--- config.mk ---
export PLATFORM = sky130hd
export DESIGN_NAME = program_memory_loader
export DESIGN_NICKNAME = d
export VERILOG_FILES = /design/src/rtl/mock8080_pkg.sv /design/src/rtl/mem_array_sp.sv /design/src/rtl/program_memory_loader.sv
export SDC_FILE = /design/constraint.sdc
export NUM_CORES = 2
export LEC_CHECK = 0
export BUFFER_PORTS_ARGS = -buffer_cell sky130_fd_sc_hd__buf_2
export CORE_MARGIN = 3
export CORE_UTILIZATION = 50
export CTS_CLUSTER_SIZE = 25
export DETAILED_ROUTE_END_ITERATION = 12
export GPL_TIMING_DRIVEN = 1
export PLACE_DENSITY = 0.68
export REMOVE_ABC_BUFFERS = 1
export SLEW_MARGIN = 20
export SYNTH_ARGS = -nofsm -noshare
export SYNTH_HDL_FRONTEND = slang
export SYNTH_SLANG_ARGS = --single-unit
export TNS_END_PERCENT = 20
--- constraint.sdc ---
create_clock -name clk_qzt -period 5.2 [get_ports clk_qzt]
set_input_delay 0.52 -clock clk_qzt [delete_from_list [all_inputs] [get_ports clk_qzt]]
set_output_delay 0.52 -clock clk_qzt [all_outputs]
set_load 0.02 [all_outputs]
--- src/rtl/mock8080_pkg.sv ---
// mock8080_pkg: shared widths and loader FSM state encodings for the Mock8080 memory slice.
package mock8080_pkg;
  localparam int ADDR_W_DEF = 8;
  localparam int DATA_W_DEF = 8;
  typedef enum logic [1:0] {IDLE = 2'd0, LOAD = 2'd1, HOLD = 2'd2, RUN = 2'd3} state_t;
endpackage

--- src/rtl/mem_array_sp.sv ---
// mem_array_sp: single-port synchronous RAM, read-first, with a resettable read register that holds when re is low.
module mem_array_sp #(
  parameter int AW = 8,
  parameter int DW = 8
) (
  input  logic          clk_qzt,
  input  logic          reset,
  input  logic [AW-1:0] addr,
  input  logic [DW-1:0] wdata,
  input  logic          we,
  input  logic          re,
  output logic [DW-1:0] rdata
);
  logic [DW-1:0] mem [2**AW];
  always_ff @(posedge clk_qzt) begin
    if (we) mem[addr] <= wdata;
    if (reset) rdata <= '0;
    else if (re) rdata <= mem[addr];
  end
endmodule

--- src/rtl/program_memory_loader.sv ---
// program_memory_loader: Mock8080 program RAM with host byte loader and CPU start sequencing.
// Define LOADER_CHECKSUM_EN to accumulate a mod-256 checksum of loaded bytes on ld_checksum.
module program_memory_loader
  import mock8080_pkg::*;
#(
  parameter int ADDR_W = ADDR_W_DEF,
  parameter int DATA_W = DATA_W_DEF
) (
  input  logic              clk_qzt,
  input  logic              reset,
  input  logic              ld_start,
  input  logic [ADDR_W-1:0] ld_base,
  input  logic [ADDR_W:0]   ld_len,
  input  logic              ld_valid,
  input  logic [DATA_W-1:0] ld_data,
  output logic              ld_ready,
  output logic              ld_done,
  input  logic              run_req,
  input  logic [ADDR_W-1:0] cpu_addr,
  input  logic [DATA_W-1:0] cpu_wdata,
  input  logic              cpu_we,
  output logic [DATA_W-1:0] cpu_rdata,
  output logic              cpu_en,
  output logic              cpu_reset,
  output logic [ADDR_W-1:0] cpu_res_addr,
  output logic [DATA_W-1:0] ld_checksum
);
  localparam int CNT_W = ADDR_W + 1;
  state_t state_q;
  logic [ADDR_W-1:0] ptr_q, res_addr_q, mem_addr;
  logic [CNT_W-1:0] cnt_q;
  logic [DATA_W-1:0] mem_wdata;
  logic ld_ready_q, ld_done_q, cpu_en_q, cpu_reset_q;
  logic start_ok, len_zero, xfer, mem_we, in_run;
  assign in_run   = state_q == RUN;
  assign start_ok = ld_start && state_q != LOAD;
  assign len_zero = ld_len == '0;
  assign xfer     = state_q == LOAD && ld_valid && ld_ready_q;
  always_comb begin
    mem_addr  = in_run ? cpu_addr : ptr_q;
    mem_wdata = in_run ? cpu_wdata : ld_data;
    mem_we    = !reset && (xfer || (in_run && cpu_we));
  end
  // res_addr is base-1 because the CPU loads PC <= res_addr + 1 on reset release
  always_ff @(posedge clk_qzt) begin
    if (reset) begin
      state_q     <= IDLE;
      ptr_q       <= '0;
      cnt_q       <= '0;
      res_addr_q  <= '0;
      ld_ready_q  <= 1'b0;
      ld_done_q   <= 1'b0;
      cpu_en_q    <= 1'b0;
      cpu_reset_q <= 1'b1;
    end else begin
      ld_done_q <= 1'b0;
      if (start_ok) begin
        state_q     <= len_zero ? HOLD : LOAD;
        ptr_q       <= ld_base;
        cnt_q       <= ld_len;
        res_addr_q  <= ld_base - ADDR_W'(1);
        ld_ready_q  <= !len_zero;
        ld_done_q   <= len_zero;
        cpu_en_q    <= len_zero;
        cpu_reset_q <= 1'b1;
      end else if (xfer) begin
        ptr_q <= ptr_q + ADDR_W'(1);
        cnt_q <= cnt_q - CNT_W'(1);
        if (cnt_q == CNT_W'(1)) begin
          state_q    <= HOLD;
          ld_ready_q <= 1'b0;
          ld_done_q  <= 1'b1;
          cpu_en_q   <= 1'b1;
        end
      end else if (state_q == HOLD && run_req) begin
        state_q     <= RUN;
        cpu_reset_q <= 1'b0;
      end
    end
  end
  mem_array_sp #(.AW(ADDR_W), .DW(DATA_W)) u_mem (
    .clk_qzt(clk_qzt),
    .reset  (reset),
    .addr   (mem_addr),
    .wdata  (mem_wdata),
    .we     (mem_we),
    .re     (in_run),
    .rdata  (cpu_rdata)
  );
`ifdef LOADER_CHECKSUM_EN
  logic [DATA_W-1:0] sum_q;
  always_ff @(posedge clk_qzt) begin
    if (reset || start_ok) sum_q <= '0;
    else if (xfer) sum_q <= sum_q + ld_data;
  end
  assign ld_checksum = sum_q;
`else
  assign ld_checksum = '0;
`endif
  assign ld_ready     = ld_ready_q;
  assign ld_done      = ld_done_q;
  assign cpu_en       = cpu_en_q;
  assign cpu_reset    = cpu_reset_q;
  assign cpu_res_addr = res_addr_q;
endmodule

==> results by stage <==
Pwr:
- The clock network burns 39.5% of the power.
- Dividing total power by cell area gives a power density of 411.8 mW/mm^2.
- The leakage power is about 27 nW.
- The switching power is slightly below 9 mW.
- The share of total power dissipated in sequential elements is between 50% and 60%.
- In this run switching power makes up about a quarter of total power.
- The combinational fraction of design power is a little over 9%.
- VDD sags by at most 0.3385 mV.
- The total design power is approximately 36 mW.
- The internal portion of the total power is 27.62 mW.

Synth:
- The average cell area after synthesis is 16.68 um^2.
- Of the total synthesized cell area, the portion taken by XOR and XNOR cells is less than 1%.
- For this run, asynchronously set or reset flops after synthesis account for 0%.
- After synthesis the netlist holds a flip-flop and latch count of between 2000 and 2500.
- The multiplexer fraction of the synthesized cell area is less than 1%.
- Ranked by total cell area, the synthesized netlist is headed by sky130_fd_sc_hd__edfxtp_1, sky130_fd_sc_hd__a222oi_1, sky130_fd_sc_hd__nand3_1, sky130_fd_sc_hd__nand2_1, sky130_fd_sc_hd__a221oi_1.
- The number of distinct library cells after synthesis is 61.
- By area, the combinational part of the netlist is dominated by compound AO/OA/AOI/OAI gates.
- Of the synthesized area, sequential elements account for approximately four fifths.
- Of the total synthesized cell area, the portion taken by AND, OR, NAND and NOR gates is under 10%.
- Synthesis produced approximately 4700 cells.
- The cell type contributing the most total cell area after synthesis is sky130_fd_sc_hd__edfxtp_1.
- The most common cell in the synthesized netlist is sky130_fd_sc_hd__edfxtp_1.
- Ranked by instance count, the synthesized netlist is headed by sky130_fd_sc_hd__edfxtp_1, sky130_fd_sc_hd__nand2_1, sky130_fd_sc_hd__nand3_1, sky130_fd_sc_hd__a222oi_1, sky130_fd_sc_hd__nor2_1.
- The share of synthesized cell area in full adder, half adder and majority cells is less than 1%.
- The synthesis warning total is 0.
- Of the post-synthesis cell area, the dominant cell type holds 78.43%.
- The number of synthesized flops with an enable pin is approximately 2000.
- Summing the areas of all compound-gate instances in the mapped netlist gives between 10% and 20% of the synthesized area.
- The primary flip-flop cell chosen by synthesis mapping is sky130_fd_sc_hd__edfxtp_1.
- The mapped netlist covers about 0.08 mm^2.

Floorplan:
- For this design the top-level I/O count stands at 75.
- The overall die height is 402.0 um.
- The floorplan step defined a die boundary enclosing ~0.16 mm^2.
- The die span in x is about 400 um.
- The initial core utilization is slightly above 50%.
- The area of the placeable core is 0.1549 mm^2.
- After floorplanning, the core was divided into 144 placement rows.

Clock tree:
- The clock tree buffer depth is 3.
- The number of setup buffers added after CTS is 0.
- Clock-pin slew was measured on the worst setup and hold paths at 0.06 ns.
- The depth of the CTS H-tree is 4.
- After clock tree synthesis, the flow added hold-fix buffers numbering 16.
- In this run, CTS created clock tree buffers numbering 200.
- The later pin in the worst-skew pair is clocked with a latency of around 0.84 ns.
- The clock sink count is between 2000 and 2500.
- Gates resized during post-CTS repair numbered 0.
- The CTS tree is yes.
- In this run the clock root is driven by a sky130_fd_sc_hd__clkbuf_16.

Placement:
- After legalization and detailed placement, the total HPWL measured between 100 and 150 mm.
- The placer congestion estimate is just under 0.9.
- The post-placement cell count is about 6700.
- After detailed placement, the total cell area comes to a little over 0.08 mm^2.
- The count of buffers added on input and output ports is 66.

Setup path:
- At the worst endpoint, the required time is between 5 and 6 ns.
- The delay of the slowest critical-path stage is between 0.9 and 1 ns.
- The type of destination of the critical path is a flop.
- Data on the critical path arrives at its endpoint at about 4.8 ns.
- Among all stages on the critical path, the largest delay is contributed by sky130_fd_sc_hd__nand3_2.
- The kind of launch point of the worst setup path is a flop.
- The critical setup path kind is flop to flop.
- Traced cell by cell, the critical path runs through nand2_2 > or3_1 > o31ai_4 > buf_4 > nand3_2 > nor2_1.
- The biggest fanout along the worst timing path is 33.

Finish:
- The utilization after layout is 56.92%.
- Fill cells in the final layout number 11550.
- The final standard cell area without fillers is a little under 0.09 mm^2.
- The fraction of layout instances using a drive strength above 1 is a little under an eighth.
- The relative area change from synthesis to final layout is 12.47%.
- Once layout is complete, the cells apart from fillers number 7042.
- The net total in the final layout is 4876.

Detailed routing:
- The starting DRC count in detailed routing is a little over 8000.
- The DRC violations left is 0.
- The routed layout has about 47000 vias.
- The number of optimization iterations in the first detailed-route pass is 13.
- The number of antenna-violating nets in the routed design is 0.
- Dividing the detail-routed wire length by the instance count gives 30.32 um.
- The routed via count divided by cell count is approximately 6.6.
- The wire length reported by the detailed router is 213.5 mm.

GRT:
- The total congestion overflow after global routing is 0.
- The number of antenna violations at the first check in global routing came to 4.
- The number of global-route vias before repair came to around 45000.
- The total routing usage reported by global routing is approximately a quarter.
- The first global-routing pass estimated 310.1 mm of wire.
- Entering global routing, the biggest net connects about 150 pins.

Job:
- The number of max-cap violations is 0.

STA:
- The count of endpoints failing hold in the final timing report was 0.
- Setup repair after global routing left no endpoint under its margin.
- The smallest clock period supported by the final layout is computed as approximately 4.4 ns.
- The final count of negative-setup-slack endpoints is 0.
- Headroom to the max-slew limit came out at between 10% and 20%.
- Summed over all failing endpoints, the final setup total negative slack is 0 ns.
- The worst path uses a little over four fifths of the clock period.
- The actual slew at the worst max-slew pin is between 1 and 1.5 ns.
- The total count of max-transition violations in the final report came to 0.
- The clock arrives with 0.05332 ns of skew.
- The achievable clock frequency is between 200 and 250 MHz.

Outcome:
- The run finished with clean final reports.

Min path:
- In this run the worst hold path is classified as input port to flop.
-- placed cells by master (no fill, tap or decap), types with 10 or more instances in the layout --
| master | synthesis | layout |
|---|---|---|
| sky130_fd_sc_hd__a22oi_1 | 117 | 117 |
| sky130_fd_sc_hd__nor3_1 | 66 | 66 |
| sky130_fd_sc_hd__a22o_1 | 120 | 120 |
| sky130_fd_sc_hd__clkbuf_1 | 114 | 63 |
| sky130_fd_sc_hd__o211ai_1 | 33 | 33 |
| sky130_fd_sc_hd__bufinv_16 | 0 | 17 |
| sky130_fd_sc_hd__a211oi_1 | 10 | 10 |
| sky130_fd_sc_hd__buf_12 | 0 | 38 |
| sky130_fd_sc_hd__nand2_1 | 373 | 365 |
| sky130_fd_sc_hd__o21ai_0 | 21 | 19 |
| sky130_fd_sc_hd__and3_1 | 32 | 32 |
| sky130_fd_sc_hd__nor4_1 | 11 | 11 |
| sky130_fd_sc_hd__nor2_1 | 269 | 268 |
| sky130_fd_sc_hd__dlygate4sd3_1 | 0 | 16 |
| sky130_fd_sc_hd__buf_4 | 84 | 159 |
| sky130_fd_sc_hd__o22ai_1 | 61 | 61 |
| sky130_fd_sc_hd__a21oi_1 | 110 | 109 |
| sky130_fd_sc_hd__a221oi_1 | 125 | 125 |
| sky130_fd_sc_hd__clkinv_1 | 0 | 38 |
| sky130_fd_sc_hd__clkbuf_16 | 0 | 201 |
| sky130_fd_sc_hd__dfxtp_1 | 39 | 39 |
| sky130_fd_sc_hd__mux2i_1 | 14 | 12 |
| sky130_fd_sc_hd__edfxtp_1 | 2048 | 2048 |
| sky130_fd_sc_hd__clkinv_2 | 0 | 30 |
| sky130_fd_sc_hd__nand4_1 | 89 | 89 |
| sky130_fd_sc_hd__buf_2 | 137 | 66 |
| sky130_fd_sc_hd__nand3_1 | 353 | 344 |
| sky130_fd_sc_hd__a222oi_1 | 338 | 338 |
-- cells by family after synthesis --
group / count (synthesis)
fa+ha+maj: 4
mux: 21
compound gates: 995
buf+inv: 374
other cells: 1
flops: 2087
simple gates: 1213
xor+xnor: 6
-- worst max-delay path: cells and delay by family (launching register included) --
kind            cells  cell delay (ns)
simple gates        4             2.80
flops               1             0.53
buf+inv             1             0.51
compound gates      1             0.14
-- worst paths after layout --
kind                    from                end  slack (ns)  depth (start not counted)
hold reg to reg     cnt_q[7]           cnt_q[7]        0.48                          2
setup reg to reg  state_q[0]  u_mem.mem[243][5]        0.80                          6
setup / recovery  state_q[0]  u_mem.mem[243][5]        0.80                          6
hold / removal    ld_base[2]    cpu_res_addr[2]        0.05                          3
-- state kept, by name (all words and copies together) (netlist names) --
signal and count:
state_q 2, cpu_en 1, ld_done 1, ld_ready 1
u_mem.rdata 8, ptr_q 8, cpu_reset 1, cpu_res_addr 8
u_mem.mem 2048, cnt_q 9
-- area by class of cell --
type | instances | area, um^2 | share of cell area (%)
flip-flops and latches | 2087 | 62280 | 70.62
multi-input cells | 2247 | 14330 | 16.25
inverters | 9 | 33.78 | 0.03831
well taps | 2044 | 2557 | 2.900
clock buffers | 266 | 5294 | 6.003
repair buffers | 280 | 2472 | 2.803
clock inverters | 108 | 1219 | 1.382
diodes | 1 | 2.502 | 0.002837
-- power groups by stage --
stage          combinational, mW  sequential [mW]  clock, mW
3_5_place_dp                3.23             19.0          0
3_3_place_gp                3.19             19.0          0
6_report                    3.32             18.7       14.3
4_1_cts                     3.25             18.7       14.5
5_1_grt                     3.48             18.6       15.1
2_1_floorplan               2.12             19.1          0
-- routing by layer --
| layer | GRT usage [%] | wire length [um] | share of wire (%) |
|---|---|---|---|
| met5 | 0 | 9 | 0.0042 |
| met4 | 9.913 | 8533 | 4.0 |
| met3 | 6.721 | 26460 | 12 |
| met2 | 39.57 | 98730 | 46 |
| met1 | 35.95 | 79780 | 37 |
-- per-stage QoR --
step           hold slack, ns  worst slack [ns]
3_5_place_dp           0.4662            0.8678
2_1_floorplan          0.4379            -17.26
5_1_grt               0.06247            0.7079
6_report              0.04938            0.8027
3_3_place_gp           0.4563            0.8523
4_1_cts              0.006829            0.7825
(Power assumes the default switching activity.)
